`src/rtl/spi_controller.sv`:
```
`default_nettype none
// ============================================================================
// Module   : spi_controller
// Brief    : SPI master, mode 0 (sck idles low, sampled on rising), MSB first.
//            Frames one DATA_WIDTH-bit transfer with ce and lead/trail gaps.
// Revision : 1.0  initial release
// ============================================================================
module spi_controller #(
  parameter int DATA_WIDTH  = 8,
  parameter int HALF_PERIOD = 2
) (
  input  logic                  clk,
  input  logic                  reset,
  input  logic                  start,
  input  logic [DATA_WIDTH-1:0] tx_data,
  input  logic                  sdi,
  output logic                  sck,
  output logic                  sdo,
  output logic                  ce,
  output logic                  busy,
  output logic                  done,
  output logic [DATA_WIDTH-1:0] rx_data
);

  localparam int HW = (HALF_PERIOD > 1) ? $clog2(HALF_PERIOD) : 1;
  localparam int BW = $clog2(DATA_WIDTH);
  localparam logic [HW-1:0] H_LAST = HW'(HALF_PERIOD - 1);
  localparam logic [BW-1:0] B_LAST = BW'(DATA_WIDTH - 1);

  typedef enum logic [2:0] {
    S_IDLE  = 3'd0,
    S_LEAD  = 3'd1,
    S_HIGH  = 3'd2,
    S_LOW   = 3'd3,
    S_TRAIL = 3'd4
  } state_t;

  state_t                state_q, state_d;
  logic [HW-1:0]         hcnt_q, hcnt_d;
  logic [BW-1:0]         bcnt_q, bcnt_d;
  logic [DATA_WIDTH-1:0] tx_sh_q, tx_sh_d;
  logic [DATA_WIDTH-1:0] rx_sh_q, rx_sh_d;
  logic [DATA_WIDTH-1:0] rx_data_q, rx_data_d;
  logic                  done_q, done_d;
  logic                  phase_end;

  assign phase_end = (hcnt_q == H_LAST);

  always_comb begin
    state_d   = state_q;
    hcnt_d    = hcnt_q;
    bcnt_d    = bcnt_q;
    tx_sh_d   = tx_sh_q;
    rx_sh_d   = rx_sh_q;
    rx_data_d = rx_data_q;
    done_d    = 1'b0;

    if (state_q != S_IDLE) begin
      hcnt_d = phase_end ? '0 : hcnt_q + 1'b1;
    end

    case (state_q)
      S_IDLE: begin
        if (start) begin
          tx_sh_d = tx_data;
          rx_sh_d = '0;
          bcnt_d  = '0;
          hcnt_d  = '0;
          state_d = S_LEAD;
        end
      end
      S_LEAD: begin
        if (phase_end) state_d = S_HIGH;
      end
      S_HIGH: begin
        if (phase_end) begin
          rx_sh_d = {rx_sh_q[DATA_WIDTH-2:0], sdi};
          if (bcnt_q == B_LAST) begin
            state_d = S_TRAIL;
          end else begin
            // Next bit is shifted up now so sdo is valid from the first LOW cycle.
            bcnt_d  = bcnt_q + 1'b1;
            tx_sh_d = {tx_sh_q[DATA_WIDTH-2:0], 1'b0};
            state_d = S_LOW;
          end
        end
      end
      S_LOW: begin
        if (phase_end) state_d = S_HIGH;
      end
      S_TRAIL: begin
        if (phase_end) begin
          rx_data_d = rx_sh_q;
          done_d    = 1'b1;
          state_d   = S_IDLE;
        end
      end
      default: state_d = S_IDLE;
    endcase
  end

  always_ff @(posedge clk) begin
    if (reset) begin
      state_q   <= S_IDLE;
      hcnt_q    <= '0;
      bcnt_q    <= '0;
      tx_sh_q   <= '0;
      rx_sh_q   <= '0;
      rx_data_q <= '0;
      done_q    <= 1'b0;
    end else begin
      state_q   <= state_d;
      hcnt_q    <= hcnt_d;
      bcnt_q    <= bcnt_d;
      tx_sh_q   <= tx_sh_d;
      rx_sh_q   <= rx_sh_d;
      rx_data_q <= rx_data_d;
      done_q    <= done_d;
    end
  end

  assign sck     = (state_q == S_HIGH);
  assign busy    = (state_q != S_IDLE);
  assign ce      = busy;
  assign sdo     = ((state_q == S_LEAD) || (state_q == S_HIGH) || (state_q == S_LOW))
                   ? tx_sh_q[DATA_WIDTH-1] : 1'b0;
  assign done    = done_q;
  assign rx_data = rx_data_q;

endmodule
`default_nettype wire

```
`config.mk`:
```
export PLATFORM = sky130hd
export DESIGN_NAME = spi_controller
export DESIGN_NICKNAME = d
export VERILOG_FILES = /design/src/rtl/spi_controller.sv
export SDC_FILE = /design/constraint.sdc
export NUM_CORES = 1
export LEC_CHECK = 0
export CAP_MARGIN = 0
export CORE_ASPECT_RATIO = 0.6
export CORE_UTILIZATION = 46
export DETAILED_ROUTE_END_ITERATION = 12
export PLACE_DENSITY = 0.74
export SLEW_MARGIN = 0
export SYNTH_ARGS = -nofsm -noshare
export SYNTH_HDL_FRONTEND = slang
export SYNTH_SLANG_ARGS = --single-unit
```
`constraint.sdc`:
```
create_clock -name clk -period 1.4 [get_ports clk]
set_input_delay 0.28 -clock clk [delete_from_list [all_inputs] [get_ports clk]]
set_output_delay 0.28 -clock clk [all_outputs]
set_load 0.05 [all_outputs]
```
# Word-level counts from Yosys, hierarchy flattened
# Index checks and enable logic that the tools add are counted.
[word_totals]
elab_cells = 54
out_inout_bits = 13
ff_bits = 32
in_bits = 12
[op_classes]
n_bitwise = 1
n_addsub = 2
eq_ne = 10
n_reduce_logical = 11
mux = 23
[op_table]
columns = ["op", "n"]
rows = [
  ["8-bit 2-to-1 mux", 5],
  ["8-bit one-hot mux with 2 select lines", 2],
  ["3-bit 2-to-1 mux", 8],
  ["3-bit one-hot mux with 4 select lines", 1],
  ["4-bit AND reduction", 2],
  ["3-bit by 2-bit equality test with 1-bit output (second input constant)", 2],
  ["3-bit equality test (second input constant)", 2],
  ["1-bit 2-to-1 mux", 6],
  ["2-bit != test (second input constant)", 3],
  ["3-bit one-hot mux with 2 select lines", 1],
  ["2-bit by 1-bit != test with 1-bit output (second input constant)", 2],
  ["2-bit OR reduction", 2],
  ["3-bit by 1-bit adder with 3-bit output (second input constant)", 1],
  ["3-bit by 1-bit equality test with 1-bit output (second input constant)", 1],
  ["3-bit logical NOT", 1],
  ["3-bit AND reduction", 1],
  ["3-bit nonzero test", 1],
  ["1-bit logical OR", 2],
  ["2-bit AND reduction", 1],
  ["2-bit nonzero test", 1],
  ["1-bit adder (second input constant)", 1],
  ["1-bit NOT", 1],
]

# Longest topological paths before layout
# Gate-level depths: netlist of run 1.
[depth]
word_depth = 5
mapped_depth = 6
depth_no_buf = 5

# Least setup slack after synthesis of run 1
# No wires, ideal clock.
[synth_timing]
path_kind = "reg2out"
startpoint = "register state_q[1]"
endpoint = "output port sdo"
path_stages_with_launch = 6
setup_slack_ns = -0.816
path_buffers = 3
required_time_ns = 1.120
arrival_time_ns = 1.936
path_cell_list = "dfxtp_1 -> buf_2 -> buf_2 -> buf_2 -> nor2_1 -> nor3_1"
[synth_via]
elab_chain_cells = 4
word_cells_on_any_way = 6
cone_classes = "3 x eq/ne; 1 x mux; 2 x reduce/logical"
[synth_rtl]
columns = ["item", "line_no", "text"]
rows = [
  ["start, declared", "38", "state_t state_q, state_d;"],
  ["start signal, assigned", "112", "state_q <= state_d;"],
  ["3-bit by 1-bit equality test with 1-bit output / 3-bit by 2-bit equality test with 1-bit output (equally long branches)", "125", "assign sdo = ((state_q == S_LEAD) || (state_q == S_HIGH) || (state_q == S_LOW))"],
  ["1-bit logical OR", "125", ""],
  ["1-bit logical OR *", "125", ""],
  ["1-bit 2-to-1 mux *", "126", "? tx_sh_q[DATA_WIDTH-1] : 1'b0;"],
  ["end, declared", "18", "output logic sdo,"],
]
# Every way passes the cells marked *; elsewhere a longest branch is shown, timed or not.

# Worst setup path in the final report of run 1
[layout_timing]
startpoint = "register state_q[0]"
endpoint = "output port sdo"
# The elaborated chain is that of the path after synthesis.

==> results of run 1 <==
==> layout make-up <==
| cell class | count | area, um2 |
|---|---|---|
| tap | 42 | 52.6 |
| inverter | 9 | 33.8 |
| multi-input combinational | 106 | 856 |
| timing repair buffer | 54 | 622 |
| fill | 172 | 619 |
| clock buffer | 5 | 68.8 |
| sequential | 32 | 652 |
| clock inverter | 3 | 42.5 |
==> state kept, by name, indices dropped and copies added, names as in the netlist <==
| signal | cells |
|---|---|
| tx_sh_q | 8 |
| done | 1 |
| bcnt_q | 3 |
| state_q | 3 |
| rx_sh_q | 8 |
| hcnt_q | 1 |
| rx_data | 8 |
==> metrics by stage <==
| step | instances | power [mW] | util, % | hold slack [ps] |
|---|---|---|---|---|
| 2_1_floorplan | 161 | 1.22 | - | 431 |
| 3_3_place_gp | 238 | 1.34 | 70.1 | 446 |
| 3_5_place_dp | 238 | 1.36 | 70.1 | 454 |
| 4_1_cts | 249 | 2.28 | 77.0 | 466 |
| 5_1_grt | 251 | 2.37 | 79.0 | 496 |
| 6_report | 251 | 2.31 | 79.0 | 472 |
==> worst paths after layout <==
| kind | from | end | cells after the start |
|---|---|---|---|
| min | rx_sh_q[3]$_SDFFE_PP0P_ | rx_data[3]$_SDFFE_PP0P_ | 2 |
| max | state_q[0]$_SDFFE_PP0P_ | sdo | 4 |
| max reg2reg | state_q[2]$_SDFFE_PP0P_ | tx_sh_q[7]$_SDFFE_PP0P_ | 5 |
| min reg2reg | rx_sh_q[3]$_SDFFE_PP0P_ | rx_data[3]$_SDFFE_PP0P_ | 2 |
==> synthesized netlist by cell type <==
cell type  instances
nand2_1           18
buf_2             10
a21o_1             1
a221oi_2           7
buf_4              1
o21ai_1            8
dfxtp_1           32
nor3b_1            1
clkbuf_1           3
a22oi_1            1
a211oi_1           8
buf_6              1
nor4b_2            1
mux2i_2            1
ha_1               2
nand2b_1           1
a32o_1             2
a31o_1             1
nand4bb_1          1
inv_1              9
nor2b_1            7
nand4_1            8
nor3_1             3
nand3b_1           1
mux2i_1            1
nor4_1             1
or2_1              1
or3_1              1
nor4b_1            1
o21a_1             1
nor4bb_1           1
a21oi_1           17
mux2_2             1
nor3b_4            1
a22o_1             1
nor2_1             5
and3b_1            1
==> worst max-delay path, cell delays in order, from the launching register on <==
cell and delay, ps:
dfxtp_2 420, buf_6 180, nor2_4 50, nor3_4 210, buf_12 160
==> routing by layer <==
metal | wire length (um) | GRT usage [%]
met1 | 1970 | 35.2
met2 | 2100 | 44.5
met3 | 205 | 8.41
met4 | 121 | 10.6
met5 | 0 | 0
==> layout by cell type, fill, tap and decap left out, drive strengths merged <==
master	synthesis	final
dfxtp	32	32
clkdlybuf4s50	0	11
or3	1	1
nor4bb	1	1
inv	9	9
a221oi	7	7
nor3	3	3
nand3b	1	1
nand4bb	1	1
o21a	1	1
nand2	18	18
a31o	1	1
or2	1	1
a211oi	8	8
a21o	1	2
nand4	8	8
bufinv	0	1
mux2i	2	2
nor2	5	5
nor4b	2	2
a22oi	1	1
clkbuf	3	5
clkinv	0	1
ha	2	2
buf	12	43
a21oi	17	17
nor2b	7	7
nor3b	2	2
mux2	1	1
nor4	1	1
nand2b	1	1
o21ai	8	8
and3b	1	1
clkinvlp	0	1
a32o	2	2
a22o	1	1
==> power groups by stage <==
stage | clock network [mW] | registers, mW | logic (mW)
after floorplan | 0 | 0.973 | 0.251
after global placement | 0 | 0.985 | 0.359
after detailed placement | 0 | 0.987 | 0.375
after CTS | 0.902 | 0.966 | 0.408
after global routing | 0.941 | 0.972 | 0.461
final | 0.903 | 0.970 | 0.439
==> cells by family after synthesis <==
group / synth area share, %
and+or+nand+nor: 20.9
DFF: 43.5
adders and majority gates: 1.70
muxes: 2.38
buffers and inverters: 7.73
AOI/OAI and AO/OA: 23.8
==> timing repair <==
action	CTS	global route
gates resized for setup	17	8
cloned	1	0
endpoints found under the setup margin	15	22
setup buffers	2	2
pin swaps	6	5
==> metrics.cfg, run 1 <==
[run_status]
status=finished with violations
failed_checks=negative setup slack

[synth]
synth_area_um2=1470
ys_top_cells_by_area=dfxtp_1 44%, a221oi_2 7.1%, a21oi_1 5.8%
syn_nets=175
synth-seq-cells=32
synthCells=161
yosysWarnings=0
netlist.area_leader.share_pct=43.5
yosysTopAreaCell=dfxtp_1
synth_cell_types=37
seq_area_frac_synth_pct=43.5
avgSynthCellArea_um2=9.15

[finish]
n_antenna_cell=0
fin_nets=222
design_area_um2=2330
layout-drive-gt1-share_pct=39.7
syn2layout_area_growth_pct=58.0

[route]
drc=0
avgRoutedWirePerCell_um=17.5
drtPass1Iterations=4
drt-initial-drc-count=84
viasPerCell=5.80
routed_wl_um=4390
antenna_left=0
num_vias=1455

[setup_path]
crit_type=reg2out
cp.arrival_ps=1310
critPathMaxFanout=8
required_ps=1120
worst_setup_path_end_kind=output port
worst-r2r-setup-slack_ps=-150
startpoint_type=register

[sta]
slew_viol_final=0
fin_ws_ps=-186
worstMarginPinSlew_ps=318
hold_violations=0
max_freq_ghz=0.630
fin_worst_skew_ps=7.39
rsz0062_at_grt=yes
max-slew-margin-rel_pct=78.3
finalSetupViolations=16
final.setup.tns_ps=-1880
period_minus_slack_ps=1590
finalCritPeriodShare_pct=113

[clock_tree]
clock-sinks=32
cts_tree=built
cts_buffers=5
clock_path_buffers=2
cts.reportedPaths.clkPinSlew_ps=70
hold_buffers=0
clk_latency_ps=290
clockRootBuffer=clkbuf_8
htreeDepth=2

[placement]
post_dp_cell_area_um2=2060
portBuffers=24
dp_slack_ps=-264
place_congestion=0.921
post-dp-hpwl_um=2750

[grt]
grt_util_all_layers_pct=27.6
antenna_found_initial=0
grt_overflow=0
grt_max_degree=17
first_global_vias=1369
grt_pass1_wl_um=6800

[floorplan]
core_um2=2950
num_rows=15
dieArea_um2=3440
start_util_pct=50.0
ios=25
die_width_um=75.0
die_h_um=45.8

[worst_hold_path]
hold_path.class=reg2reg

[power]
power_density_nw_per_um2=993
p_clk_share_pct=39.0
max-vdd-ir-drop_uv=714
p_switching_mw=0.640
p_sw_share_pct=27.7
p_int_mw=1.67
pwr-share-comb_pct=19.0
seq_power_share_pct=42.0
leakage_nw=0.839

[flow_run]
drv_cap=0

Note: power is estimated with default switching activity, not from simulation.
==> inputs of run 2 (changes only) <==
--- a/config.mk
+++ b/config.mk
@@ -7,9 +7,11 @@
 export LEC_CHECK = 0
 export CAP_MARGIN = 0
 export CORE_ASPECT_RATIO = 0.6
+export CORE_MARGIN = 2
 export CORE_UTILIZATION = 46
 export DETAILED_ROUTE_END_ITERATION = 12
 export PLACE_DENSITY = 0.74
+export RECOVER_POWER = 25
 export SLEW_MARGIN = 0
 export SYNTH_ARGS = -nofsm -noshare
 export SYNTH_HDL_FRONTEND = slang
==> run 2 against run 1 <==
  * The run still ends with negative setup slack left
  * Sequential power shrank 0.4%
  * Global-route usage shrank 4.0 points
  * First-iteration DRC count up 85%
  * Highest routed layer unchanged
  * Die area is 7.1% higher
  * Clock skew is 1.4 ps lower
  * Worst hold slack worse by 19 ps
  * Cell area is 5.9% lower
  * Wire length shrank 9.7%
  * Flip-flop and latch count is the same
  * Sequential share of layout area increased by 1.9 points
==> metrics.cfg, run 2 (synthesized netlist as in run 1, its figures left out) <==
[setup_path]
r2r_start=bcnt_q[1]$_SDFFE_PP0P_
worst_setup_path_end_kind=register
required_ps=1600  ; +480 ps
crit_type=reg2reg
cp.arrival_ps=1730  ; +420 ps
r2r_cells=5  ; unchanged
startpoint_type=register
reg2reg_to=tx_sh_q[4]$_SDFFE_PP0P_
worst-r2r-setup-slack_ps=-140  ; about the same
critPathMaxFanout=6  ; -2

[sta]
max-slew-margin-rel_pct=79.6  ; +1.3 points
max_freq_ghz=0.651  ; +3.2%
slew_viol_final=0  ; unchanged
fin_worst_skew_ps=5.98  ; -1.41 ps
fin_ws_ps=-137  ; +48.9 ps
final.setup.tns_ps=-1370  ; +512 ps
finalCritPeriodShare_pct=110  ; -3.5 points
finalSetupViolations=15  ; -1
period_minus_slack_ps=1540  ; -48.9 ps
hold_violations=0  ; unchanged
rsz0062_at_grt=yes
worstMarginPinSlew_ps=305  ; -13.3 ps

[placement]
place_congestion=0.753  ; -18%
dp_slack_ps=-237  ; +27.2 ps
post-dp-hpwl_um=2740  ; -0.57%
portBuffers=24  ; unchanged

[run_status]
failed_checks=negative setup slack
status=finished with violations

[finish]
syn2layout_area_growth_pct=48.8
final_common_cell=dfxtp_1
final_cell_mix=26 x dfxtp_1, 21 x buf_4, 18 x nand2_1
fillers=212  ; +23%
fin_nets=219  ; -1.4%
n_antenna_cell=0  ; unchanged
layout-drive-gt1-share_pct=36.9  ; -2.8 points

[clock_tree]
clockRootBuffer=clkbuf_8
clock_path_buffers=2  ; unchanged
cts_tree=built
cts_buffers=5  ; unchanged
cts.reportedPaths.clkPinSlew_ps=70  ; about the same
hold_buffers=0  ; unchanged
clock-sinks=32  ; unchanged
clk_latency_ps=290  ; about the same
htreeDepth=2  ; unchanged

[grt]
grt_overflow=0  ; unchanged
first_global_vias=1341  ; -2.0%
antenna_found_initial=0  ; unchanged
grt_util_all_layers_pct=23.6  ; -4.0 points
grt_pass1_wl_um=6440  ; -5.3%
grt_max_degree=17  ; unchanged

[worst_hold_path]
hold-path-cell-count=2  ; unchanged
min_delay_worst_endpoint=rx_data[5]$_SDFFE_PP0P_
hold_start=rx_data[5]$_SDFFE_PP0P_
hold_path.class=reg2reg

[floorplan]
num_rows=15  ; unchanged
dieArea_um2=3690  ; +7.1%
die_width_um=77.0  ; +2.7%
start_util_pct=49.7  ; -0.32 points
ios=25  ; unchanged
core_um2=2970  ; +0.64%
die_h_um=47.8  ; +4.4%

[route]
num_vias=1391  ; -4.4%
drt-initial-drc-count=155  ; +85%
routed_wl_um=3970  ; -9.7%
antenna_left=0  ; unchanged
viasPerCell=5.61  ; -3.2%
drtPass1Iterations=5  ; +1
avgRoutedWirePerCell_um=16.0  ; -8.7%
drc=0  ; unchanged

[power]
leakage_nw=0.800  ; -4.6%
max-vdd-ir-drop_uv=824  ; +15%
power_density_nw_per_um2=1080  ; +8.7%

[flow_run]
drv_cap=0  ; unchanged

## run 2: worst max-delay path: stages (launching register included)
cell and delay (ps):
dfxtp_2 340, ha_4 160, ha_4 150, nand3b_1 240
a21o_4 290, a221oi_2 270
## run 2: what timing repair did
action | 4_1_cts | 5_1_grt
hold endpoints to repair | 0 | 0
resized for setup | 8 | 11
endpoints found under the setup margin | 15 | 28
setup buffers | 2 | 3
pin swaps | 6 | 7
gates cloned | 1 | 0
## run 2: final cells by class
cell class	count	area, um2	area share (%)
sequential	32	656	29.9
timing repair buffer	51	505	23.1
clock inverter	1	30.0	1.37
inverter	9	33.8	1.54
tap	42	52.6	2.40
clock buffer	7	96.3	4.40
multi-input combinational	106	817	37.3
## run 2: worst max-delay path by stage
stage                                  from                      end  depth (start not counted)
detailed placement                    start   bcnt_q[2]$_SDFFE_PP0P_                          4
finish               bcnt_q[1]$_SDFFE_PP0P_  tx_sh_q[4]$_SDFFE_PP0P_                          5
floorplan           state_q[1]$_SDFFE_PP0P_                      sdo                          5
global placement                      start   bcnt_q[2]$_SDFFE_PP0P_                          4
global route         bcnt_q[1]$_SDFFE_PP0P_  tx_sh_q[4]$_SDFFE_PP0P_                          5
CTS                  bcnt_q[1]$_SDFFE_PP0P_   bcnt_q[2]$_SDFFE_PP0P_                          5
## run 2: metal layers
layer / routed length, um / global-route usage [%] / vias up / share of wire [%]
li1: - / - / 674 / -
met1: 1780 / 30.0 / 642 / 45
met2: 1820 / 39.1 / 65 / 46
met3: 294 / 6.98 / 10 / 7.4
met4: 74 / 10.7 / 0 / 1.9
met5: 0 / 0 / - / 0
## run 2: report_power, final
part           internal [mW]  switching, mW  total [mW]  leakage [nW]
Sequential             0.939         0.0270       0.966         0.263
Clock                  0.628          0.348       0.976        0.0645
Combinational          0.208          0.217       0.425         0.472
Total                   1.77          0.592        2.37         0.800
## run 2: stage by stage
| stage | std cells | area [um2] | util (%) | total power [mW] | hold WS [ps] |
|---|---|---|---|---|---|
| final | 248 | 2190 | 73.9 | 2.37 | 454 |
| after global routing | 248 | 2190 | 73.9 | 2.45 | 476 |
| after CTS | 246 | 2220 | 74.9 | 2.35 | 474 |
| after detailed placement | 235 | 2040 | 68.9 | 1.36 | 465 |
| after global placement | 235 | 2040 | 68.9 | 1.35 | 446 |
| after floorplan | 161 | 1560 | - | 1.22 | 431 |
